$ cat config.mk
export PLATFORM = sky130hd
export DESIGN_NAME = mode_ctrl
export DESIGN_NICKNAME = d
export VERILOG_FILES = /design/src/rtl/mode_ctrl.sv
export SDC_FILE = /design/constraint.sdc
export NUM_CORES = 1
export LEC_CHECK = 0
export ABC_CLOCK_PERIOD_IN_PS = 1820
export CAP_MARGIN = 20
export CELL_PAD_IN_SITES_DETAIL_PLACEMENT = 1
export CELL_PAD_IN_SITES_GLOBAL_PLACEMENT = 1
export CORE_MARGIN = 5
export CORE_UTILIZATION = 43
export CTS_BUF_LIST = sky130_fd_sc_hd__clkbuf_16
export CTS_CLUSTER_DIAMETER = 80
export CTS_CLUSTER_SIZE = 10
export DETAILED_ROUTE_END_ITERATION = 6
export PLACE_DENSITY = 0.86
export SYNTH_ARGS = -nofsm -noshare
export SYNTH_HDL_FRONTEND = slang
export SYNTH_SLANG_ARGS = --single-unit
$ cat constraint.sdc
create_clock -name clk -period 1.82 [get_ports clk]
set_input_delay 0.546 -clock clk [delete_from_list [all_inputs] [get_ports clk]]
set_output_delay 0.546 -clock clk [all_outputs]
set_load 0.03 [all_outputs]
$ cat src/rtl/mode_ctrl.sv
// mode_ctrl: two push-buttons -> debounced levels and a one-cycle
// increment/decrement command with hold-to-repeat.  Pressing both
// buttons locks the command output at hold until both are released.

// Per-button synchronizer and debouncer.
module mode_ctrl_db #(
  parameter int DB_CNT = 1000
) (
  input  logic clk,
  input  logic reset,
  input  logic btn,
  output logic lvl
);

  localparam int DBW = (DB_CNT > 1) ? $clog2(DB_CNT) : 1;

  logic           meta_r;
  logic           sync_r;
  logic           lvl_r;
  logic [DBW-1:0] cnt_r;

  // Two-stage synchronizer, then a mismatch counter that must run for
  // DB_CNT consecutive cycles before the debounced level follows.
  always_ff @(posedge clk or negedge reset) begin
    if (!reset) begin
      meta_r <= 1'b0;
      sync_r <= 1'b0;
      lvl_r  <= 1'b0;
      cnt_r  <= {DBW{1'b0}};
    end else begin
      meta_r <= btn;
      sync_r <= meta_r;
      if (sync_r != lvl_r) begin
        if (cnt_r == DBW'(DB_CNT - 1)) begin
          lvl_r <= sync_r;
          cnt_r <= {DBW{1'b0}};
        end else begin
          lvl_r <= lvl_r;
          cnt_r <= cnt_r + DBW'(1'b1);
        end
      end else begin
        lvl_r <= lvl_r;
        cnt_r <= {DBW{1'b0}};
      end
    end
  end

  assign lvl = lvl_r;

endmodule

module mode_ctrl #(
  parameter int DB_CNT  = 1000,
  parameter int REP_DLY = 50000,
  parameter int REP_PER = 10000
) (
  input  logic       clk,
  input  logic       reset,
  input  logic       btn_up,
  input  logic       btn_dn,
  output logic [1:0] mode,
  output logic       up_lvl,
  output logic       dn_lvl
);

  localparam int TMAX = (REP_DLY > REP_PER) ? REP_DLY : REP_PER;
  localparam int TW   = (TMAX > 1) ? $clog2(TMAX) : 1;

  localparam logic [1:0] MODE_HOLD = 2'b00;
  localparam logic [1:0] MODE_INC  = 2'b01;
  localparam logic [1:0] MODE_DEC  = 2'b10;

  typedef enum logic [2:0] {
    IDLE    = 3'd0,
    UP_WAIT = 3'd1,
    UP_REP  = 3'd2,
    DN_WAIT = 3'd3,
    DN_REP  = 3'd4,
    LOCK    = 3'd5
  } state_t;

  logic          up_lvl_s;
  logic          dn_lvl_s;
  state_t        state_r;
  logic [TW-1:0] timer_r;
  logic [1:0]    mode_r;

  mode_ctrl_db #(.DB_CNT(DB_CNT)) u_db_up (
    .clk   (clk),
    .reset (reset),
    .btn   (btn_up),
    .lvl   (up_lvl_s)
  );

  mode_ctrl_db #(.DB_CNT(DB_CNT)) u_db_dn (
    .clk   (clk),
    .reset (reset),
    .btn   (btn_dn),
    .lvl   (dn_lvl_s)
  );

  // Command FSM: first pulse on press, repeat after REP_DLY then every
  // REP_PER; release beats timer expiry, second button forces LOCK.
  always_ff @(posedge clk or negedge reset) begin
    if (!reset) begin
      state_r <= IDLE;
      timer_r <= {TW{1'b0}};
      mode_r  <= MODE_HOLD;
    end else begin
      mode_r <= MODE_HOLD;
      case (state_r)
        IDLE: begin
          timer_r <= {TW{1'b0}};
          if (up_lvl_s && dn_lvl_s) begin
            state_r <= LOCK;
          end else if (up_lvl_s) begin
            mode_r  <= MODE_INC;
            state_r <= UP_WAIT;
          end else if (dn_lvl_s) begin
            mode_r  <= MODE_DEC;
            state_r <= DN_WAIT;
          end else begin
            state_r <= IDLE;
          end
        end
        UP_WAIT, UP_REP: begin
          if (!up_lvl_s) begin
            state_r <= IDLE;
            timer_r <= {TW{1'b0}};
          end else if (dn_lvl_s) begin
            state_r <= LOCK;
            timer_r <= {TW{1'b0}};
          end else if ((state_r == UP_WAIT && timer_r == TW'(REP_DLY - 1)) ||
                       (state_r == UP_REP  && timer_r == TW'(REP_PER - 1))) begin
            mode_r  <= MODE_INC;
            state_r <= UP_REP;
            timer_r <= {TW{1'b0}};
          end else begin
            state_r <= state_r;
            timer_r <= timer_r + TW'(1'b1);
          end
        end
        DN_WAIT, DN_REP: begin
          if (!dn_lvl_s) begin
            state_r <= IDLE;
            timer_r <= {TW{1'b0}};
          end else if (up_lvl_s) begin
            state_r <= LOCK;
            timer_r <= {TW{1'b0}};
          end else if ((state_r == DN_WAIT && timer_r == TW'(REP_DLY - 1)) ||
                       (state_r == DN_REP  && timer_r == TW'(REP_PER - 1))) begin
            mode_r  <= MODE_DEC;
            state_r <= DN_REP;
            timer_r <= {TW{1'b0}};
          end else begin
            state_r <= state_r;
            timer_r <= timer_r + TW'(1'b1);
          end
        end
        LOCK: begin
          timer_r <= {TW{1'b0}};
          if (!up_lvl_s && !dn_lvl_s) begin
            state_r <= IDLE;
          end else begin
            state_r <= LOCK;
          end
        end
        default: begin
          state_r <= IDLE;
          timer_r <= {TW{1'b0}};
        end
      endcase
    end
  end

  assign mode   = mode_r;
  assign up_lvl = up_lvl_s;
  assign dn_lvl = dn_lvl_s;

endmodule

## Word level (Yosys, flattened, before mapping)

Cells that the tools add are included.

| word-level totals | value |
|---|---|
| memories kept | 0 |
| memory bits (read-only) | 0 |
| bits of input ports | 4 |
| bits in writable memories | 0 |
| latch bits | 0 |
| logic and storage cells | 75 |
| flip-flop bits (word level) | 47 |
| output and inout bits | 4 |

| cells by class | value |
|---|---|
| equality and inequality tests | 13 |
| $lt $le $gt $ge | 0 |
| multiply operators | 0 |
| shifts and indexed selects | 0 |
| bitwise gates (word level) | 0 |
| reductions and logical operators | 16 |
| mux-type cells | 32 |
| div/mod/pow operators | 0 |
| add/sub/neg operators | 3 |

Operators with widths:

| cell | number |
|---|---|
| two-way mux 16 bit | 6 |
| two-way mux 10 bit | 4 |
| case mux 16 bit (2 select lines) | 1 |
| two-way mux 3 bit | 8 |
| adder 10 x 1 -> 10 bit (second input constant) | 2 |
| == test 10 bit (second input constant) | 2 |
| adder 16 x 1 -> 16 bit (second input constant) | 1 |
| == test 16 x 14 -> 1 bit (second input constant) | 1 |
| == test 16 bit (second input constant) | 1 |
| two-way mux 2 bit | 8 |
| case mux 3 bit (4 select lines) | 1 |
| == test 3 x 2 -> 1 bit (second input constant) | 2 |
| == test 3 bit (second input constant) | 2 |
| logical AND 1 bit | 6 |
| case mux 2 bit (3 select lines) | 1 |
| AND reduction 2 bit | 3 |
| != test 4 x 3 -> 1 bit (second input constant) | 1 |
| != test 4 bit (second input constant) | 1 |
| OR reduction 2 bit | 2 |
| == test 3 x 1 -> 1 bit (second input constant) | 1 |
| zero test 3 bit | 1 |
| two-way mux 1 bit | 3 |
| zero test 1 bit | 2 |
| logical OR 1 bit | 2 |
| != test 1 bit | 2 |

## Depth between registers and ports, before layout

Gate-level depths: netlist (run 1).

| logic depth | value |
|---|---|
| depth after elaboration | 7 |
| depth in mapped cells | 7 |
| gate-level depth less buffers | 6 |

## Cells and area by module

A second synthesis (run 1) with hierarchy kept.

| second synthesis, totals | value |
|---|---|
| cells, all modules | 238 |
| area, all modules | 2408.6 µm² |

By module, submodules not included:

| module | seq. area each (µm²) | area each (µm²) | cells an instance | instances |
|---|---|---|---|---|
| mode_ctrl_db | 325.3 | 606.8 | 55 | 2 |
| mode_ctrl | 525.5 | 1194.9 | 128 | 1 |

## Least setup slack after synthesis (run 1)

No wires, ideal clock.

| path | value |
|---|---|
| path type | reg2reg |
| from | register u_db_up.lvl_r (netlist: u_db_up.lvl) |
| to | register timer_r[7] |
| data required time | 1701 ps |
| setup time | 119 ps |
| path buffers | 2 |
| arrival time | 1672 ps |
| stages on the path, launching flop included | 8 |
| clock period less this slack | 1791 ps |
| setup slack | 29 ps |
| path through | dfrtp_1 > buf_4 > nor3b_1 > o211ai_1 > a31oi_1 > nor3_4 > buf_6 > nor2_1 |

| between the ends | value |
|---|---|
| word-level cells in the longest chain between the ends | 3 |
| elaborated cells on any way between the ends | 4 |
| those cells by class | mux: 4 |

Ends and longest elaborated chain:

| what | line | source |
|---|---|---|
| start: declaration | 19 | `logic lvl_r;` |
| start signal: assignment | 35 | `lvl_r <= sync_r;` |
| start signal: assignment | 38 | `lvl_r <= lvl_r;` |
| start signal: assignment | 42 | `lvl_r <= lvl_r;` |
| two-way mux 16 bit | 147 | `end else if (up_lvl_s) begin` |
| two-way mux 16 bit | 144 | `if (!dn_lvl_s) begin` |
| case mux 16 bit (2 select lines) * | 111 | `case (state_r)` |
| end signal: assignment | 113 | `timer_r <= {TW{1'b0}};` |
| end signal: assignment | 146 | `timer_r <= {TW{1'b0}};` |
| end signal: assignment | 149 | `timer_r <= {TW{1'b0}};` |
| end: declaration | 85 | `logic [TW-1:0] timer_r;` |

Mark *: on every way between the ends. The rest lies on a longest branch, timed or not.
A chain may end at the register's enable or synchronous reset.

## Worst setup path after layout (run 1)

| path | value |
|---|---|
| from | register state_r[1] |
| to | register state_r[2] |

| between the ends | value |
|---|---|
| word-level cells in the longest chain between the ends | 5 |
| elaborated cells on any way between the ends | 18 |
| those cells by class | eq/ne: 7; mux: 1; reduce/logical: 10 |

Ends and longest elaborated chain:

| what | line | source |
|---|---|---|
| start: declaration | 84 | `state_t state_r;` |
| start signal: assignment | 139 | `state_r <= state_r;` |
| start signal: assignment | 156 | `state_r <= state_r;` |
| == test 3 x 2 -> 1 bit, or another cell as far along | 111, 150 |  |
| logical AND 1 bit (on tied branches) | - |  |
| logical OR 1 bit (on tied branches) | 150, 133 |  |
| != test 4 bit (no line) / != test 4 x 3 -> 1 bit (equally long branches) | - |  |
| AND reduction 2 bit (no line) | - |  |

Several ways; a longest one is shown, not always the timed one.

==> results of run 1 <==
[routing by layer]
metal	GRT usage (%)	routed length [µm]	vias up
met1	21.6	2570	945
met2	30.9	3200	28
met3	3.37	153	15
met4	7.73	175	0
met5	0	0	-
li1	-	-	849
[worst max-delay path by stage]
| stage | end | slack (ns) | depth (start not counted) |
|---|---|---|---|
| final | state_r[2] | 0.05 | 6 |
| after global routing | state_r[2] | -0.07 | 6 |
| after CTS | timer_r[15] | 0.003 | 6 |
| after detailed placement | timer_r[5] | 0.03 | 7 |
| after global placement | state_r[2] | 0.12 | 6 |
| after floorplan | timer_r[7] | 0.03 | 7 |
[sequential cells by signal, summed over array words and instances (netlist names)]
register	cells
u_db_up.meta_r	1
u_db_up.cnt_r	10
mode	2
u_db_dn.lvl	1
timer_r	16
u_db_dn.cnt_r	10
u_db_up.sync_r	1
state_r	3
u_db_dn.meta_r	1
u_db_dn.sync_r	1
u_db_up.lvl	1
[area by class of cell]
type	instances	share of cell area, %
Sequential cell	47	41.5
Multi-Input combinational cell	174	40.7
Timing Repair Buffer	23	7.12
Clock buffer	5	4.40
Tap cell	70	3.08
Clock inverter	3	2.37
Inverter	6	0.791
[cells by family (layout without fill, tap and decap cells)]
kind of cell / Yosys count / after routing / share of synthesized area (%)
AO/OA/AOI/OAI: 22 / 22 / 6.22
XOR/XNOR: 31 / 31 / 11.7
adder cells (fa/ha/maj): 4 / 4 / 2.06
buffers and inverters: 11 / 37 / 2.43
flip-flops: 47 / 47 / 50.9
multiplexers: 2 / 2 / 0.974
AND/OR/NAND/NOR: 115 / 115 / 25.7
[power breakdown]
part           total [W]  switching [W]  internal (W)
Combinational  0.0000628      0.0000413     0.0000215
Sequential       0.00107      0.0000117       0.00106
Clock            0.00120       0.000414      0.000787
[placed cells by master, fill, tap and decap left out, drive strengths merged, types with 2 or more instances in the layout]
cell,instances
dlygate4sd2,2
or3,2
nor3,8
o21ai,5
a21oi,3
a31oi,2
nor2,42
dfrtp,47
nand2,17
bufinv,2
nor3b,3
o22ai,3
inv,6
clkbuf,5
mux2,2
nand3,14
and2,4
nand4,9
xnor2,19
nor2b,3
clkdlybuf4s50,2
and4,3
xor2,12
buf,19
and3,6
ha,3
[critical path, delay by kind of cell, from the launching register on]
kind,cells,cell delay [ns]
buffers and inverters,1,0.14
flip-flops,1,0.46
AO/OA/AOI/OAI,2,0.53
AND/OR/NAND/NOR,3,0.54
[per-stage QoR]
step / instance area (µm²) / std cells / setup slack (ns)
2_1_floorplan: 2310 / 232 / 0.0289
3_3_place_gp: 2530 / 315 / 0.121
3_5_place_dp: 2530 / 315 / 0.0326
4_1_cts: 2740 / 323 / 0.00345
5_1_grt: 2850 / 328 / -0.0700
6_report: 2850 / 328 / 0.0473
[repair_timing]
item,4_1_cts,5_1_grt
gates cloned,0,0
resized for setup,4,19
setup buffers,0,5
setup endpoints to repair,18,31
pin swaps,0,3
==> metrics.cfg, run 1 <==
[run_status]
status = finished, final reports clean

[sta]
fmax_mhz = 564
drv_slew = 0
hold_violations = 0
finClkSkew_ns = 0.00564
worst_pin_slew_ns = 0.510
fin_crit_sh_pct = 97.4
finalSetupViolCount = 0
fin_tns_setup_ns = 0
hold_slack_ns = 0.227
slew_headroom_pct = 66.0
period_minus_slack_ns = 1.77
rsz0062_at_grt = yes

[layout]
nets = 264
regArea_um2 = 1180
post-route-util_pct = 55.0
drive_gt1_share_pct = 19.4
multi_input_area_um2 = 1160
diodes = 0
area_growth_pct = 23.1
fill_cells = 556

[floorplanning]
fp.dieW_um = 83.3
dieArea_um2 = 6940
core_um2 = 5170
pin_count = 8
start_util_pct = 44.7
die_h_um = 83.3
rows = 26

[clock_network]
htreeDepth = 2
cts_tree = built
cts_buffers = 5
clock_path_buffers = 2
cts_root_buf = clkbuf_16
cts.sink_count = 47
clk_latency_ns = 0.29
cts.clk_slew.worst_paths_ns = 0.07
cts_hold_buf = 0

[yosys]
synth_edf_count = 0
synth-seq-area-share_pct = 50.9
yosysTopAreaCellShare_pct = 50.9
synth_area_um2 = 2310
syn_avg_cell_area_um2 = 9.97
ys_top_cells_by_area = dfrtp_1, xnor2_1, nor2_1, xor2_1, nand3_1
yosysWarnings = 0
yosys.area.top_type = dfrtp_1
synth_flop_cell = dfrtp_1
syn_nets = 239
syn_inst = 232
ys_seq_elements = 47
synth_common_cells = dfrtp_1, nor2_1, xnor2_1, nand2_1, nand3_1
yosysMostFrequentCell = dfrtp_1
ys_types = 43
async_flop_share_pct = 100

[min_path]
hold_path_class = input pin to asynchronous set/reset pin

[detailed_routing]
wl_per_cell_um = 18.6
drc_errors = 0
drt_iter0_markers = 79
wl_um = 6100
vias = 1837
firstDrtPassIters = 4
drtAntennaViolNets = 0
viasPerCell = 5.60

[placed_design]
gp_congestion = 0.931
dp_hpwl_um = 3600
io_buffers = 7

[global_route]
gr-total-overflow = 0
grt_pass1_wl_um = 9980
antenna_found_initial = 0
grt_max_degree = 48
first_global_vias = 2001
grtUsageTotal_pct = 17.9

[worst_setup_path]
worstReg2RegEnd = state_r[2]
timing.critical_path.from = state_r[1]
critical_path_class = register to register
required_ns = 2.00
crit_fanout = 6
start_kind = register
r2r_slack_ns = 0.05
path_cells = and2b_2, nand3_1, o22ai_2, nor3_4, buf_4, a22o_1
worstReg2RegStart = state_r[1]
reg2reg_depth = 6
max_stage_delay_ns = 0.46
cp_data_arrival_time_ns = 1.95
crit_slowest_cell = dfrtp_2
end_kind = register

[pwr]
ir_drop_mv = 0.675
power.leakage_nw = 1.18
powerDensity_nw_per_um2 = 820
p_total_w = 0.00234

[job]
max_cap_violations = 0

No activity file was read; power rests on OpenSTA's default activity.
==> run 2, diff against run 1 <==
- PLACE_DENSITY: 0.86 -> default
- PLACE_DENSITY_LB_ADDON: default -> 0.05
- SYNTH_HIERARCHICAL: default -> 1
==> metrics.cfg, run 2 <==
[run_status]
status = finished, violations left
violations = negative setup slack

[pwr]
combPwrFrac_pct = 3.5
switchingPower_w = 0.000426
powerDensity_nw_per_um2 = 678
clockPowerShare_pct = 42.8
ir_drop_mv = 0.404
swShare_pct = 21.2
power.leakage_nw = 1.23
pwr-share-seq_pct = 53.7
p_int_w = 0.00158

[placed_design]
gp_congestion = 0.789
io_buffers = 7
dp_hpwl_um = 4370
pre_cts_ws_ns = -0.128

[global_route]
first_global_vias = 1998
grt_max_degree = 18
antenna_found_initial = 0
grt_pass1_wl_um = 9810
grtUsageTotal_pct = 17.2
gr-total-overflow = 0

[layout]
regMostFlops = timer_r
post-route-util_pct = 54.0
layout_common_cells = dfrtp_1, nor2_1, buf_4
multi_input_area_um2 = 1230
layout_commonest_cell = dfrtp_1
fill_cells = 614
largest_reg_flops = 16
drive_gt1_share_pct = 22.4
diodes = 0
nets = 283
regArea_um2 = 1180
area_growth_pct = 22.8
top_regs = timer_r x16, u_db_dn/cnt_r x10, u_db_up/cnt_r x10

[clock_network]
cts_buffers = 5
cts_hold_buf = 0
clock_path_buffers = 2
cts.clk_slew.worst_paths_ns = 0.06
cts.sink_count = 47
htreeDepth = 2
cts_tree = built
clk_latency_ns = 0.28
cts_root_buf = clkbuf_16

[detailed_routing]
vias = 1939
drtAntennaViolNets = 0
wl_um = 5870
firstDrtPassIters = 4
drc_errors = 0
wl_per_cell_um = 16.8
drt_iter0_markers = 42
viasPerCell = 5.56

[sta]
fmax_mhz = 537
hold_slack_ns = 0.193
hold_violations = 0
finalSetupViolCount = 18
fin_tns_setup_ns = -0.330
period_minus_slack_ns = 1.86
slew_headroom_pct = 55.6
drv_slew = 0
fin_crit_sh_pct = 102
finClkSkew_ns = 0.00400
worst_pin_slew_ns = 0.660
setup_slack_ns = -0.0436
rsz0062_at_grt = yes

[worst_setup_path]
crit_fanout = 5
required_ns = 2.01
cp_data_arrival_time_ns = 2.05
end_kind = register
reg2reg_depth = 7
critical_path_class = register to register
r2r_slack_ns = -0.04
worstReg2RegStart = timer_r[1]
worstReg2RegEnd = state_r[2]
start_kind = register

[floorplanning]
core_um2 = 5470
start_util_pct = 44.0
rows = 27
dieArea_um2 = 7200
die_h_um = 84.8
pin_count = 8
fp.dieW_um = 84.8

[yosys]
synth_flop_cell = dfrtp_1
synth-seq-area-share_pct = 48.8
syn_avg_cell_area_um2 = 10.1
yosys.area.top_type = dfrtp_1
ys_types = 48
syn_inst = 238
synth_common_cells = dfrtp_1, nor2_1, nand2_1, a21oi_1
yosysMostFrequentCell = dfrtp_1
async_flop_share_pct = 100
syn_nets = 245
synth_edf_count = 0
ys_top_cells_by_area = dfrtp_1, nor2_1, xor2_1, xnor2_1, a21oi_1
synth_area_um2 = 2410
yosysWarnings = 6
ys_seq_elements = 47
yosysTopAreaCellShare_pct = 48.8

[job]
max_cap_violations = 0

[min_path]
hold_path_class = input pin to asynchronous set/reset pin

==> run 2: changes by cell type after synthesis, moves of 4 or more <==
cell     delta
nor2_1      -7
or4_1       +4
nor3_1      -5
and4_1      +4
xnor2_1     -8
a21oi_1    +11
==> run 2: kinds of logic after synthesis <==
logic type / Yosys count / share of synthesized area (%)
and+or+nand+nor: 109 / 25.1
buffers and inverters: 12 / 2.29
AOI/OAI and AO/OA: 40 / 12.1
xor gates and xnor gates: 24 / 8.73
DFF: 47 / 48.8
muxes: 3 / 1.35
adders and majority gates: 3 / 1.56
==> run 2: cell type report <==
cell class	instances	area share, %
timing repair buffer	36	9.94
multi-input combinational	179	41.7
clock buffer	5	4.23
clock inverter	3	0.381
tap	72	3.05
inverter	7	0.888
sequential	47	39.8
==> run 2: power by group through the flow <==
stage / Combinational, W / Clock, W / Sequential [W]
2_1_floorplan: 0.0000286 / 0 / 0.00109
3_3_place_gp: 0.0000660 / 0 / 0.00109
3_5_place_dp: 0.0000710 / 0 / 0.00110
4_1_cts: 0.0000717 / 0.000885 / 0.00108
5_1_grt: 0.0000799 / 0.000933 / 0.00108
6_report: 0.0000701 / 0.000859 / 0.00108
==> run 2: worst max-delay path, cell delays in order (launching register included) <==
cell     delay, ns
dfrtp_1       0.38
ha_2          0.19
and3_4        0.19
nand4_1       0.12
or3_4         0.46
buf_6         0.15
o21ba_4       0.18
o32ai_2       0.09
==> run 2: repair_timing <==
| action | in CTS | in global routing |
|---|---|---|
| gates resized for setup | 9 | 3 |
| pin swaps | 4 | 4 |
| setup endpoints to repair | 25 | 21 |
| gates cloned | 0 | 0 |
| setup buffers | 1 | 0 |
==> run 2: stage by stage <==
step                instances  cell area, µm²  total power [W]
floorplan                 238            2430          0.00112
global placement          340            2770          0.00116
detailed placement        340            2770          0.00117
CTS                       349            2940          0.00203
global route              349            2960          0.00209
finish                    349            2960          0.00201
==> run 2: how the worst max path moves through the flow <==
stage,slack [ns],cells after the start,end,startpoint
floorplan,-0.02,7,state_r[1],timer_r[0]
global placement,-0.03,6,state_r[1],timer_r[1]
detailed placement,-0.13,7,state_r[2],timer_r[1]
CTS,-0.05,7,state_r[2],timer_r[1]
global route,-0.17,8,timer_r[13],timer_r[1]
finish,-0.04,7,state_r[2],timer_r[1]
==> run 2: metal layers <==
layer  wire, µm  global-route usage (%)  vias up
li1           -                       -      933
met1       2720                    22.1      985
met2       2960                    28.8       16
met3        120                    3.50        5
met4         68                    6.04        0
met5          0                       0        -
